==> config.mk <==
export PLATFORM = sky130hd
export DESIGN_NAME = pc_sequencer
export DESIGN_NICKNAME = d
export VERILOG_FILES = /design/src/rtl/pc_sequencer.sv
export SDC_FILE = /design/constraint.sdc
export NUM_CORES = 1
export LEC_CHECK = 0
export BUFFER_PORTS_ARGS = -buffer_cell sky130_fd_sc_hd__buf_2
export CAP_MARGIN = 20
export CORE_MARGIN = 2
export CORE_UTILIZATION = 54
export DETAILED_ROUTE_END_ITERATION = 16
export GPL_ROUTABILITY_DRIVEN = 0
export PLACE_DENSITY = 0.86
export SLEW_MARGIN = 20
export SYNTH_ARGS = -nofsm -noshare
export SYNTH_HDL_FRONTEND = slang
export SYNTH_SLANG_ARGS = --single-unit
==> constraint.sdc <==
create_clock -name clk -period 4.7 [get_ports clk]
set_clock_uncertainty 0.15 [all_clocks]
set_input_delay 1.41 -clock clk [delete_from_list [all_inputs] [get_ports clk]]
set_output_delay 1.41 -clock clk [all_outputs]
set_load 0.1 [all_outputs]
==> src/rtl/pc_sequencer.sv <==
// Fetch-address sequencer: linear fetch with stall, jump/branch redirect with a
// configurable flush bubble, and a halt once PC_LIMIT has been fetched.
module pc_sequencer #(
    parameter logic [31:0] RESET_PC     = 32'h0000_0000,
    parameter logic [31:0] PC_LIMIT     = 32'h0000_00FC,
    parameter int unsigned FLUSH_CYCLES = 2
) (
    input  logic        clk,
    input  logic        rst,
    input  logic        start,
    input  logic        stall,
    input  logic        branch_taken,
    input  logic [31:0] branch_target,
    input  logic        jump,
    input  logic [31:0] jump_target,
    output logic [31:0] pc,
    output logic        pc_valid,
    output logic        flush,
    output logic        halted,
    output logic [15:0] fetch_cnt
);

    typedef enum logic [1:0] {
        IDLE   = 2'd0,
        RUN    = 2'd1,
        BUBBLE = 2'd2,
        HALT   = 2'd3
    } state_t;

    // The counter holds remaining bubbles minus one, so BUBBLE lasts exactly FLUSH_CYCLES.
    localparam logic [2:0] BUB_LOAD = (FLUSH_CYCLES > 0) ? 3'(FLUSH_CYCLES - 1) : '0;

    state_t      state, state_n;
    logic [31:0] pc_n;
    logic [15:0] cnt_n;
    logic [2:0]  bub_cnt, bub_n;
    logic        redirect;
    logic [31:0] target;

    always_ff @(posedge clk or negedge rst) begin
        if (!rst) begin
            state     <= IDLE;
            pc        <= RESET_PC;
            fetch_cnt <= '0;
            bub_cnt   <= '0;
        end else begin
            state     <= state_n;
            pc        <= pc_n;
            fetch_cnt <= cnt_n;
            bub_cnt   <= bub_n;
        end
    end

    always_comb begin
        state_n  = state;
        pc_n     = pc;
        cnt_n    = fetch_cnt;
        bub_n    = bub_cnt;
        redirect = ((state == RUN) || (state == BUBBLE)) && (jump || branch_taken);
        target   = jump ? jump_target : branch_target;

        if (redirect) begin
            pc_n    = {target[31:2], 2'b00};
            bub_n   = BUB_LOAD;
            state_n = (FLUSH_CYCLES == 0) ? RUN : BUBBLE;
        end else begin
            case (state)
                IDLE: begin
                    pc_n = RESET_PC;
                    if (start) state_n = RUN;
                end
                RUN: begin
                    if (!stall) begin
                        if (fetch_cnt != '1) cnt_n = fetch_cnt + 16'd1;
                        if (pc == PC_LIMIT) state_n = HALT;
                        else                pc_n    = pc + 32'd4;
                    end
                end
                BUBBLE: begin
                    if (bub_cnt == '0) state_n = RUN;
                    else               bub_n   = bub_cnt - 3'd1;
                end
                HALT: begin
                    pc_n = PC_LIMIT;
                end
                default: state_n = IDLE;
            endcase
        end
    end

    assign flush    = redirect;
    assign pc_valid = (state == RUN);
    assign halted   = (state == HALT);

endmodule

# ---- Word level (Yosys, flattened, before mapping)
# Index checks and enable logic that the tools add are counted.
dict set report op_classes {
  eq_ne 11
  n_mux 14
  addsub 3
  reduce_logical 12
  bitwise_logic 2
}
# operator count
set op_table {}
lappend op_table {{32-bit 2-to-1 mux} 4}
lappend op_table {{32-bit case mux with 3 select lines} 1}
lappend op_table {{32-bit by 3-bit adder with 32-bit output, second input constant} 1}
lappend op_table {{32-bit by 8-bit equality test with 1-bit output, second input constant} 1}
lappend op_table {{16-bit by 1-bit adder with 16-bit output, second input constant} 1}
lappend op_table {{16-bit inequality test, second input constant} 1}
lappend op_table {{2-bit 2-to-1 mux} 5}
lappend op_table {{3-bit 2-to-1 mux} 3}
lappend op_table {{4-bit nonzero test} 2}
lappend op_table {{3-bit by 2-bit inequality test with 1-bit output, second input constant} 2}
lappend op_table {{3-bit inequality test, second input constant} 2}
lappend op_table {{2-bit case mux with 3 select lines} 1}
lappend op_table {{5-bit AND reduction} 1}
lappend op_table {{2-bit equality test, second input constant} 2}
lappend op_table {{4-bit AND reduction} 1}
lappend op_table {{3-bit logical NOT} 1}
lappend op_table {{3-bit by 1-bit inequality test with 1-bit output, second input constant} 1}
lappend op_table {{3-bit AND reduction} 1}
lappend op_table {{3-bit by 1-bit subtractor with 3-bit output, second input constant} 1}
lappend op_table {{2-bit by 1-bit equality test with 1-bit output, second input constant} 1}
lappend op_table {{2-bit logical NOT} 1}
lappend op_table {{1-bit logical OR} 2}
lappend op_table {{2-bit inequality test, second input constant} 1}
lappend op_table {{1-bit inverter} 2}
lappend op_table {{other kinds (3)} 3}
dict set report word_totals {
  regBits 53
}

# ---- Logic depth before layout (Yosys ltp)
dict set report logic_depth {
  word_depth 5
  mapped_depth 9
}

# ---- Worst setup path after synthesis
# No wires, ideal clock.
dict set report synth_timing {
  path_type {input port to output port}
  start {in branch_taken}
  end {out flush}
  required_ns 3.140
  slack_ns 0.134
  path_stages 4
  arrival_ns 3.006
  path_cell_list {o21ai_0 inv_1 clkbuf_1 clkbuf_1}
}
dict set report synth_between {
  elab_chain_len 2
}
# element line_no
set synth_rtl {}
lappend synth_rtl {{start: declaration} 12} ;# input logic branch_taken,
lappend synth_rtl {{1-bit logical OR} 59} ;# redirect = ((state == RUN) || (state == BUBBLE)) && (jump || branch_taken);
lappend synth_rtl {{1-bit logical AND} 59}
lappend synth_rtl {{end: declaration} 18} ;# output logic flush,
# Every way passes these cells.

# ---- Final worst setup path
# Ends and elaborated chain as after synthesis.

==> metrics.txt <==
Post-synth EDFFs 0; R2R cell count 7; CP endpoint flush; Core ar. 6030 µm²; CTS tree yes; first-pass GRT wire length 15700 µm; WP data required 3.14 ns; outcome complete, no violations; cell count along the critical path 4; Net Switching 185 µW; Cell Rows 28; Avg Inst Size Synth 8.78 µm²; #FFs+latches synth 51; Final Slew Violations 0; largest net degree at the start of global routing 39; Worst path slowest cell buf_12; Critical Path AT 1.93 ns; Critical Path Max Stage Delay 0.17 ns; Post-Syn Area 3420 µm²; Post-DRT Antenna Nets 0; most frequent cell after synthesis dfrtp_1; Pre-antenna DRT Iters 5; Critical Path Start branch_taken; sequential power share 0.540; CP Cell Sequence buf_2, o21ai_2, inv_1, buf_12; DP HPWL 6980 µm; Worst-Skew Late Latency 0.32 ns; Startpoint Class input pin; Leak 2.07 nW; worst hold slack 0.344 ns; VDD IR-drop max 0.188 mV; Clock Power Share 0.377; gr usage total 0.271; Min Clock Period, post-route 3.49 ns; Synth area leader dfrtp_1; Pwr Density 195 nW/µm²; # IOs 121; clock root buffer clkbuf_8; Max Cap Violations 0; cell family with most CP delay buffers and inverters; post-CTS sizing 0; Distinct cells, synth 60; CTS HTree Levels 2; type of the worst min-delay path reg2reg; reg-to-reg critical path endpoint pc[28]; Final TNS setup 0 ns; crit path buf inv count 3; share of the synthesized area in the top cell type 0.373; CP max FO 3; Synth Warn # 0; Die Width 83.5 µm; Main synth FF type dfrtp_1; register area share after synthesis 0.373; drt wl/cell 16.7 µm; DRC viols 0; clock net sink count 51; setup repair bufs after CTS 0; WS Path Type in2out; Synth Instances 389; Reg2Reg Setup Slack 1.64 ns; starting utilization of the core area 0.567; Switching Fraction 0.228; hold_buf cts 0; Post-synth ARST share 1.00; FF-to-FF Start pc[28]; Critical Path Sink Type output port; via count of the first global-routing pass 3233; Post-synth top cells dfrtp_1 (51), nand2_1 (39), nor2_1 (35); RSZ-0062 raised after global routing no; measured slew at the worst slew-check pin 0.887 ns; gr ovfl total 0; Fmax achieved 287 MHz; hold path startpoint fetch_cnt[13]; clock transition at the registers of the reported paths 0.09 ns; deepest clock path buffer count 2; TritonCTS buffer count 5; DR vias 3548; die area 6980 µm²; P_int 626 µW; port buffer count 114; initial antenna violation count 0; combinational power share 0.083; vias per cell 6.18; synth top area cells dfrtp_1 (37%), mux2i_1 (6.4%), nand2_1 (4.3%), nor2_1 (3.8%), o21ai_0 (3.8%); final hold vios 0; ANT cells 0; period utilization 0.742; Setup Viol. Count Final 0; Total Wirelength 9590 µm; area grow syn2layout 21.8%; # nets final 577; DRT iter0 DRCs 311; layout cells sized above 1 0.289; Chip Height 83.5 µm; Slew Limit Headroom 0.404
## cells by family after synthesis
family / after synthesis / share of synthesized area
DFF: 51 / 0.373
xor gates and xnor gates: 16 / 0.0410
buffers and inverters: 32 / 0.0421
adders and majority gates: 8 / 0.0293
AOI/OAI and AO/OA: 102 / 0.203
muxes: 24 / 0.0710
and+or+nand+nor: 155 / 0.239
other: 1 / 0.00110
## metal layers
metal | global-route usage | vias to the layer above | part of all wire
li1 | - | 1653 | -
met2 | 0.456 | 213 | 0.48
met4 | 0.0674 | 0 | 0.017
met5 | 0 | - | 0
met3 | 0.0544 | 21 | 0.089
met1 | 0.361 | 1661 | 0.41
## worst min path at each step
| stage | endpoint | slack, ns | cells after the start |
|---|---|---|---|
| floorplan | bub_cnt[1] | 0.33 | 2 |
| global placement | fetch_cnt[13] | 0.33 | 1 |
| detailed placement | fetch_cnt[13] | 0.33 | 1 |
| CTS | fetch_cnt[13] | 0.35 | 1 |
| global route | fetch_cnt[13] | 0.37 | 1 |
| finish | fetch_cnt[13] | 0.34 | 1 |
## through the flow
step	cell area, µm²	std cells	util	worst slack, ns	total power, mW
3_5_place_dp	4060	567	0.673	1.16	0.515
2_1_floorplan	3420	390	-	0.134	0.477
5_1_grt	4160	574	0.690	1.11	0.840
6_report	4160	574	0.690	1.21	0.811
3_3_place_gp	4060	567	0.673	1.22	0.513
4_1_cts	4160	574	0.690	1.21	0.812
## worst register-to-register path, stage by stage (launching register included)
cell,delay [ns]
dfrtp_1,0.45
nor4_1,0.45
nand4_1,0.28
o31a_1,0.45
nor3_4,0.74
buf_4,0.30
o21ai_0,0.10
o21ai_0,0.08
## power groups by stage
stage / combinational [mW] / clock, mW / sequential (mW)
finish: 0.0670 / 0.306 / 0.438
global route: 0.0754 / 0.326 / 0.438
CTS: 0.0681 / 0.306 / 0.438
detailed placement: 0.0679 / 0 / 0.447
global placement: 0.0663 / 0 / 0.447
floorplan: 0.0296 / 0 / 0.447
## registers in the layout, indices dropped and copies added (netlist names)
| signal | cells |
|---|---|
| bub_cnt | 3 |
| fetch_cnt | 16 |
| state | 2 |
| pc | 30 |
## cell type report
type	instances	area (µm²)
Multi-Input combinational cell	307	2000
Fill cell	501	1870
Sequential cell	51	1280
Timing Repair Buffer	120	631
Tap cell	75	93.8
Clock buffer	6	72.6
Inverter	14	52.6
Clock inverter	1	30.0
## placed cells by master (no fill, tap or decap), types with 3 or more instances in the layout
cell        n
buf_2     113
dfrtp_1    51
nand2_1    39
nor2_1     35
o21ai_0    25
mux2i_1    22
a21oi_1    18
nand4_1    15
nand3_1    15
inv_1      14
xnor2_1    11
a31oi_1    10
ha_1        8
nor4_1      6
nor2b_1     6
and3_1      6
o21ai_1     6
and2_1      6
o32a_1      6
buf_4       6
nor3_1      5
xor2_1      5
clkbuf_8    5
and4_1      4
nand2b_1    4
a211oi_1    4
nor3b_1     3
nor4_2      3
(Power assumes the default switching activity.)
